### config.mk
export PLATFORM = sky130hd
export DESIGN_NAME = factorial_inverse
export DESIGN_NICKNAME = d
export VERILOG_FILES = /design/src/rtl/factorial_pkg.sv /design/src/rtl/factorial_inverse_btn_sync.sv /design/src/rtl/factorial_inverse.sv
export SDC_FILE = /design/constraint.sdc
export NUM_CORES = 1
export LEC_CHECK = 0
export ABC_CLOCK_PERIOD_IN_PS = 2600
export BUFFER_PORTS_ARGS = -buffer_cell sky130_fd_sc_hd__buf_2
export CAP_MARGIN = 40
export CORE_MARGIN = 5
export CORE_UTILIZATION = 50
export CTS_BUF_LIST = sky130_fd_sc_hd__clkbuf_2 sky130_fd_sc_hd__clkbuf_4 sky130_fd_sc_hd__clkbuf_8
export DETAILED_ROUTE_END_ITERATION = 10
export PLACE_DENSITY = 0.7
export SLEW_MARGIN = 20
export SYNTH_ARGS = -nofsm -noshare
export SYNTH_HDL_FRONTEND = slang
export SYNTH_SLANG_ARGS = --single-unit
### constraint.sdc
create_clock -name clk -period 2.6 [get_ports clk]
set_clock_uncertainty 0.05 [all_clocks]
set_input_delay 0.52 -clock clk [delete_from_list [all_inputs] [get_ports clk]]
set_output_delay 0.52 -clock clk [all_outputs]
set_load 0.03 [all_outputs]
### src/rtl/factorial_pkg.sv
// factorial_pkg
//   Shared definitions for the factorial engine and its inverse.
//   state_e   : sequencing states of the inverse search FSM
//   WIDTH_DEF : default operand width
//   MAX_N     : largest n whose factorial fits in WIDTH_DEF bits
//   FACT_MAX  : MAX_N! at WIDTH_DEF = 32
package factorial_pkg;

  typedef enum logic [2:0] {
    ST_IDLE  = 3'd0,
    ST_LOAD  = 3'd1,
    ST_CHECK = 3'd2,
    ST_MULT  = 3'd3,
    ST_FIN   = 3'd4
  } state_e;

  localparam int          WIDTH_DEF = 32;
  localparam int          MAX_N     = 12;
  localparam logic [31:0] FACT_MAX  = 32'd479001600;

endpackage

### src/rtl/factorial_inverse_btn_sync.sv
// btn_sync
//   Synchronizes an asynchronous button through SYNC_STAGES flops and emits a
//   one-cycle pulse on each rising edge of the synchronized level.
//   clk   : clock, rising edge
//   rst   : synchronous active-high reset, clears the chain and edge history
//   btn   : asynchronous button level
//   level : synchronized button level
//   rise  : one-cycle pulse on a rising edge of level
module btn_sync #(
  parameter int SYNC_STAGES = 2
) (
  input  logic clk,
  input  logic rst,
  input  logic btn,
  output logic level,
  output logic rise
);

  logic [SYNC_STAGES-1:0] sync_q, sync_d;
  logic                   hist_q, hist_d;

  always_comb begin
    sync_d = {sync_q[SYNC_STAGES-2:0], btn};
    hist_d = sync_q[SYNC_STAGES-1];
  end

  always_ff @(posedge clk) begin
    if (rst) begin
      sync_q <= '0;
      hist_q <= 1'b0;
    end else begin
      sync_q <= sync_d;
      hist_q <= hist_d;
    end
  end

  assign level = sync_q[SYNC_STAGES-1];
  assign rise  = sync_q[SYNC_STAGES-1] & ~hist_q;

endmodule

### src/rtl/factorial_inverse.sv
// factorial_inverse
//   Finds the largest n with n! <= x and flags whether x == n!. Factorials are
//   built incrementally; each multiply by (k+1) is k repeated additions.
//   clk    : clock, rising edge
//   rst    : synchronous active-high reset
//   go_btn : asynchronous start button
//   x      : value to invert, sampled on the accepted start
//   busy   : computation in progress
//   done   : result valid, held until the next accepted start
//   exact  : x == n_out!
//   n_out  : largest n with n! <= x
//
// state    | meaning
// ---------+----------------------------------------------------------
// ST_IDLE  | waiting for a start; done set here once a result exists
// ST_LOAD  | x latched; zero short-cuts to FIN, else prod=1, k=1
// ST_CHECK | seed acc = prod, cnt = k for the next multiply
// ST_MULT  | one addition of prod per cycle; exits when acc passes xr
// ST_FIN   | publish n_out/exact, drop busy, raise done
module factorial_inverse
  import factorial_pkg::*;
#(
  parameter int WIDTH       = WIDTH_DEF,
  parameter int NBITS       = 5,
  parameter int SYNC_STAGES = 2
) (
  input  logic             clk,
  input  logic             rst,
  input  logic             go_btn,
  input  logic [WIDTH-1:0] x,
  output logic             busy,
  output logic             done,
  output logic             exact,
  output logic [NBITS-1:0] n_out
);

  logic go_level;
  logic go_rise;

  btn_sync #(.SYNC_STAGES(SYNC_STAGES)) u_go_sync (
    .clk   (clk),
    .rst   (rst),
    .btn   (go_btn),
    .level (go_level),
    .rise  (go_rise)
  );

  state_e             state_q, state_d;
  logic [WIDTH-1:0]   xr_q, xr_d;
  logic [WIDTH-1:0]   prod_q, prod_d;
  logic [WIDTH:0]     acc_q, acc_d;
  logic               ovf_q, ovf_d;
  logic [NBITS-1:0]   k_q, k_d;
  logic [NBITS-1:0]   cnt_q, cnt_d;
  logic               busy_q, busy_d;
  logic               done_q, done_d;
  logic               exact_q, exact_d;
  logic [NBITS-1:0]   n_out_q, n_out_d;

  // One extra bit above acc so a carry out of acc can latch ovf.
  logic [WIDTH+1:0]   sum;
  logic               acc_past;

  assign sum      = {1'b0, acc_q} + {2'b00, prod_q};
  assign acc_past = (acc_q > {1'b0, xr_q}) || ovf_q;

  always_comb begin
    state_d = state_q;
    xr_d    = xr_q;
    prod_d  = prod_q;
    acc_d   = acc_q;
    ovf_d   = ovf_q;
    k_d     = k_q;
    cnt_d   = cnt_q;
    busy_d  = busy_q;
    done_d  = done_q;
    exact_d = exact_q;
    n_out_d = n_out_q;

    case (state_q)
      ST_IDLE: begin
        if (go_rise) begin
          xr_d    = x;
          done_d  = 1'b0;
          exact_d = 1'b0;
          busy_d  = 1'b1;
          state_d = ST_LOAD;
        end
      end
      ST_LOAD: begin
        // prod=1 keeps exact false for x=0 when FIN compares prod to xr.
        prod_d = {{(WIDTH-1){1'b0}}, 1'b1};
        if (xr_q == '0) begin
          k_d     = '0;
          state_d = ST_FIN;
        end else begin
          k_d     = {{(NBITS-1){1'b0}}, 1'b1};
          state_d = ST_CHECK;
        end
      end
      ST_CHECK: begin
        acc_d   = {1'b0, prod_q};
        cnt_d   = k_q;
        ovf_d   = 1'b0;
        state_d = ST_MULT;
      end
      ST_MULT: begin
        if (acc_past) begin
          state_d = ST_FIN;
        end else if (cnt_q == '0) begin
          // acc <= xr here, so it fits in WIDTH bits.
          prod_d  = acc_q[WIDTH-1:0];
          k_d     = k_q + 1'b1;
          state_d = ST_CHECK;
        end else begin
          acc_d = sum[WIDTH:0];
          ovf_d = ovf_q | sum[WIDTH+1];
          cnt_d = cnt_q - 1'b1;
        end
      end
      ST_FIN: begin
        n_out_d = k_q;
        exact_d = (prod_q == xr_q);
        busy_d  = 1'b0;
        done_d  = 1'b1;
        state_d = ST_IDLE;
      end
      default: begin
        state_d = ST_IDLE;
      end
    endcase
  end

  always_ff @(posedge clk) begin
    if (rst) begin
      state_q <= ST_IDLE;
      xr_q    <= '0;
      prod_q  <= '0;
      acc_q   <= '0;
      ovf_q   <= 1'b0;
      k_q     <= '0;
      cnt_q   <= '0;
      busy_q  <= 1'b0;
      done_q  <= 1'b0;
      exact_q <= 1'b0;
      n_out_q <= '0;
    end else begin
      state_q <= state_d;
      xr_q    <= xr_d;
      prod_q  <= prod_d;
      acc_q   <= acc_d;
      ovf_q   <= ovf_d;
      k_q     <= k_d;
      cnt_q   <= cnt_d;
      busy_q  <= busy_d;
      done_q  <= done_d;
      exact_q <= exact_d;
      n_out_q <= n_out_d;
    end
  end

  assign busy  = busy_q;
  assign done  = done_q;
  assign exact = exact_q;
  assign n_out = n_out_q;

  // The synchronized level itself is not needed; only its edge starts a run.
  logic unused_ok;
  assign unused_ok = go_level;

endmodule

# Yosys cells after proc, flatten, opt, wreduce, memory -nomap -nowiden
# Index checks and enable logic that the tools add are counted.
[op_classes]
n_mux = 26
bitwise_logic = 3
order_cmp = 1
reduce_logical = 12
n_eq_ne = 10
n_addsub = 3
[op_table]
columns = ["op", "n"]
rows = [
  ["$mux 33", 2],
  ["$pmux 33 s2", 1],
  ["$mux 32", 2],
  ["$pmux 32 s2", 1],
  ["$add 33x32->34", 1],
  ["$gt 33x32->1", 1],
  ["$eq 32x32->1", 1],
  ["$logic_not 32->1", 1],
  ["$mux 5", 4],
  ["$pmux 5 s2", 2],
  ["$mux 3", 4],
  ["$pmux 3 s4", 1],
  ["$ne 2x2->1 const B", 4],
  ["$pmux 1 s2", 4],
  ["$eq 3x2->1 const B", 2],
  ["$reduce_and 2->1", 3],
  ["$reduce_and 3->1", 2],
  ["$reduce_bool 2->1", 3],
  ["$add 5x1->5 const B", 1],
  ["$logic_not 5->1", 1],
  ["$mux 1", 5],
  ["$sub 5x1->5 const B", 1],
  ["$eq 3x1->1 const B", 1],
  ["$eq 3x3->1 const B", 1],
  ["other kinds (6)", 6],
]
[totals]
in_bits = 35
out_inout_bits = 8
regBits = 122

# Longest topological paths before layout
[depth]
depth_word = 5
ltp_mapped = 12

# By module
# From an unflattened synthesis, not the netlist that was laid out.
[hier_totals]
hier_cells = 935
hier_area_um2 = 7553.5
[by_module_without_submodules]
columns = ["mod", "instances", "cells_per_inst", "area_each_um2"]
rows = [
  ["factorial_inverse", 1, 928, 7465.9],
  ["btn_sync", 1, 7, 87.6],
]

# Worst setup path after synthesis
# OpenSTA, ideal clock, no wires.
[synth_timing]
path_kind = "reg2reg"
start = "register xr_q[15]"
end = "register prod_q[29]"
path_stages_with_launch = 13
setup_ps = 117
arrival_time_ps = 2482
path_slack_ps = -49
cell_sequence = "dfxtp_1 inv_1 ha_1 nand4_1 nor2_1 a221o_1 o31a_1 o21a_1 buf_6 a21oi_2 nor2_2 buf_4 a22o_1"
[synth_between]
elab_chain_len = 4
[synth_rtl]
columns = ["element", "line_no", "source"]
rows = [
  ["start: declaration", "factorial_inverse.sv:49", "logic [WIDTH-1:0] xr_q, xr_d;"],
  ["start signal: assignment", "factorial_inverse.sv:149", "xr_q <= xr_d;"],
  ["$gt 33x32->1", "factorial_inverse.sv:65", "assign acc_past = (acc_q > {1'b0, xr_q}) || ovf_q;"],
  ["$logic_or 1x1->1", "factorial_inverse.sv:65", ""],
  ["$ne 2x2->1 (no source line)", "-", ""],
  ["$reduce_and 3->1 (no source line)", "-", ""],
  ["end signal: assignment", "factorial_inverse.sv:150", "prod_q <= prod_d;"],
  ["end: declaration", "factorial_inverse.sv:50", "logic [WIDTH-1:0] prod_q, prod_d;"],
]
# Every way passes these cells.
# A chain may end at the register's enable or synchronous reset.

# Worst setup path in the final report
[layout_timing]
start = "register xr_q[11]"
end = "register prod_q[21]"
# The elaborated chain is that of the path after synthesis.

==> impl_results.md <==
- Finished Layout Cells: 1375
- Tmin final: 2860 ps
- Antenna cells: 0
- Largest cells by area after synthesis: dfxtp_1 32%, ha_1 11%, nand2_1 6.8%
- Drt first pass iters: 6
- Core footprint: 15200 um^2
- DRT antenna net count: 0
- H-Tree Depth: 4
- First DRT Iteration DRCs: 1028
- Most frequent cells in the layout: 153 x buf_4, 138 x nand2_1, 94 x dfxtp_1
- Failing checks: setup timing
- Switching portion of total power: 0.313
- Ys Warns: 0
- Max VDD drop: 457 uV
- Post-layout instance area: 10900 um^2
- Critical path cell sequence: inv_1 -> ha_1 -> nand4_1 -> buf_6 -> nor4_4 -> nand4bb_1 -> buf_4 -> nand3b_1 -> o21a_4 -> a21oi_4 -> nor2_4 -> buf_12 -> a22o_1
- IO Port Bufs: 42
- Layout cells sized above 1: 0.342
- Largest family of logic cells by synthesized area: compound AO/OA/AOI/OAI gates
- Gr ovfl total: 0
- NetSw: 1.62 mW
- Initial core utilization: 0.510
- Compound-Gate Fraction of Synth Area: 0.237
- Max_cap viols: 0
- IO Count: 43
- Synth area leader: dfxtp_1
- Outcome: finished, violations left
- Number of synthesized flops with an enable pin: 0
- Maximum clock frequency: 0.349 GHz
- Synth Net Count: 1080
- CTS tree: done
- Max FO, Critical Path: 20
- DR vias: 8481
- Setup WS post-layout: -264 ps
- Cell Pwr Density: 474 nW/um^2
- CTS Sinks: 122
- Cts bufs inserted: 17
- CP endpoint kind: register
- Largest net degree at the start of global routing: 31
- Global-route wire length before repair: 41500 um
- Seq/Total Area, Yosys: 0.315
- Fin. max-slew vios: 0
- Top-area cell type share of the netlist area: 0.315
- Fillcell total: 1106
- Antenna violations before repair: 0
- Synthesized cell area: 7750 um^2
- Post-Route WL: 27900 um
- Final Wtd Congestion: 0.967
- Detail Placement HPWL: 18100 um
- Number of distinct library cells after synthesis: 68
- Clock Tree Buf Depth: 2
- Most common cell after layout, fill and taps aside: buf_4
- Startpoint Class: register
- Leak: 4.66 nW
- Die Area: 18100 um^2
- Crit path arrival time: 3210 ps
- Combinational share of power: 0.279
- Clk root buf: clkbuf_8
- Synthesized area per cell: 7.93 um^2
- R2R setup slack: -260 ps
- Clk slew on worst S/H paths: 70 ps
- Final critical-path share of the clock period: 1.10
- Final Hold Fails: 0
- Share of power burned in registers: 0.383
- Die height: 135 um
- Placed cell count: 1309
- Worst Path Required: 2950 ps
- Xor and xnor area share after synthesis: 0.0542
- Total GRT Usage: 0.291
- Rel. slew slack: 0.595
- Placed cell areas: 9210 um^2
- WL/cell: 20.3 um
- Chip width: 135 um
- Num rows: 45
- Hold crit path type: input port to register
- Cells after synthesis: 977
- Clk_lat worst skew: 460 ps
- Total setup violations reported at the end of the flow: 79
- Routed vias/inst: 6.17
- Power share of the clock group: 0.337
- RSZ-0062 raised after global routing: true
- Synth Register Bits: 122
- Critical path's slowest cell: dfxtp_2
- Fin nets: 1277
- Multiplexer share of the synthesized area: 0.0221
- Post-Synth Adder-Cell Area: 0.111
- Post-synth ARST share: 0
- Drc violations: 0
- Internal: 3.54 mW
- Worst slew pin tran: 607 ps
- Vias in the first global route: 7930
- Crit Path Class: register to register
- Ys flop type: dfxtp_1
- Area growth syn-to-layout: 40.3%
- Largest stage delay, worst path: 330 ps
- Simple-gate share of the synthesized area: 0.212
==> cells in the mapped netlist (4+ instances only) <==
cell / n
o211ai_1: 5
buf_2: 8
o21ai_0: 54
o41ai_1: 4
nand2_1: 140
a41oi_1: 5
a21o_1: 16
xor2_1: 29
buf_1: 5
o21a_1: 10
or3_1: 7
nand4_1: 18
a211oi_1: 11
ha_1: 67
nor2_1: 71
nand2b_1: 13
and3_1: 4
nand3_1: 20
a22oi_1: 11
nor3b_1: 4
and2_1: 4
dfxtp_1: 122
clkbuf_1: 29
inv_1: 44
nor4_1: 20
a21oi_1: 94
mux2i_1: 16
a31oi_1: 11
a22o_1: 25
nor3_1: 21
nor2b_1: 8
a311oi_1: 7
o2111ai_1: 5
xnor2_1: 19
==> cells by family (layout without fill, tap and decap cells) <==
| family | after synthesis | in the layout |
|---|---|---|
| AOI/OAI and AO/OA | 284 | 284 |
| xor gates and xnor gates | 48 | 48 |
| adders and majority gates | 68 | 68 |
| buffers and inverters | 91 | 301 |
| DFF | 122 | 122 |
| muxes | 17 | 17 |
| and+or+nand+nor | 347 | 347 |
==> worst max-delay path, delay by kind of cell (launching register included) <==
family / cells / cell delay, ps
simple gates: 5 / 990
buf+inv: 4 / 630
fa+ha+maj: 1 / 310
flops: 1 / 330
compound gates: 3 / 470
==> power groups by stage <==
| stage | Sequential, mW | Combinational, mW | Clock [mW] |
|---|---|---|---|
| floorplan | 2.02 | 0.520 | 0 |
| global placement | 2.00 | 0.926 | 0 |
| detailed placement | 2.00 | 0.939 | 0 |
| CTS | 1.97 | 1.19 | 1.74 |
| global route | 1.98 | 1.52 | 1.84 |
| finish | 1.98 | 1.44 | 1.74 |
==> sequential cells by signal (all words and copies together) (netlist names), 2 cells and up <==
| name | cells |
|---|---|
| acc_q | 33 |
| prod_q | 32 |
| xr_q | 32 |
| cnt_q | 5 |
| k_q | 5 |
| n_out | 5 |
| state_q | 3 |
| u_go_sync.sync_q | 2 |
==> stage by stage <==
| stage | setup TNS, ps | worst slack, ps | util | power (mW) | hold slack [ps] |
|---|---|---|---|---|---|
| finish | -15280 | -264 | 0.715 | 5.15 | 222 |
| global placement | -7340 | -211 | 0.606 | 2.93 | 391 |
| detailed placement | -10180 | -274 | 0.606 | 2.94 | 396 |
| CTS | -246 | -41.5 | 0.676 | 4.90 | 205 |
| global route | -23350 | -390 | 0.715 | 5.35 | 203 |
| floorplan | 0 | 1.62 | - | 2.53 | 364 |
==> repair_timing <==
| item | in CTS | in global routing |
|---|---|---|
| buffers inserted | 15 | 14 |
| endpoints found under the setup margin | 78 | 78 |
| pin swaps | 43 | 56 |
| hold buffers | 0 | 0 |
| hold endpoints to repair | 0 | 0 |
| gates resized for setup | 107 | 93 |
| cloned | 4 | 2 |
==> layout make-up <==
type | count | area [um^2] | share of cell area
multi-input combinational | 764 | 5720 | 0.526
sequential | 122 | 2480 | 0.228
timing repair buffer | 225 | 1880 | 0.173
clock buffer | 21 | 277 | 0.0254
tap | 188 | 235 | 0.0216
inverter | 44 | 165 | 0.0152
clock inverter | 11 | 121 | 0.0112
==> worst paths after layout <==
check,startpoint,end,depth (start not counted)
max reg2reg,xr_q[11],prod_q[21],13
min,go_btn,u_go_sync.sync_q[0],2
max,xr_q[11],prod_q[21],13
min reg2reg,u_go_sync.sync_q[0],u_go_sync.sync_q[1],1
==> per-layer routing <==
metal | part of all wire | global-route usage
met4 | 0.051 | 0.123
met1 | 0.40 | 0.373
met2 | 0.46 | 0.474
met3 | 0.085 | 0.0667
met5 | 0 | 0
No activity file was read; power rests on OpenSTA's default activity.
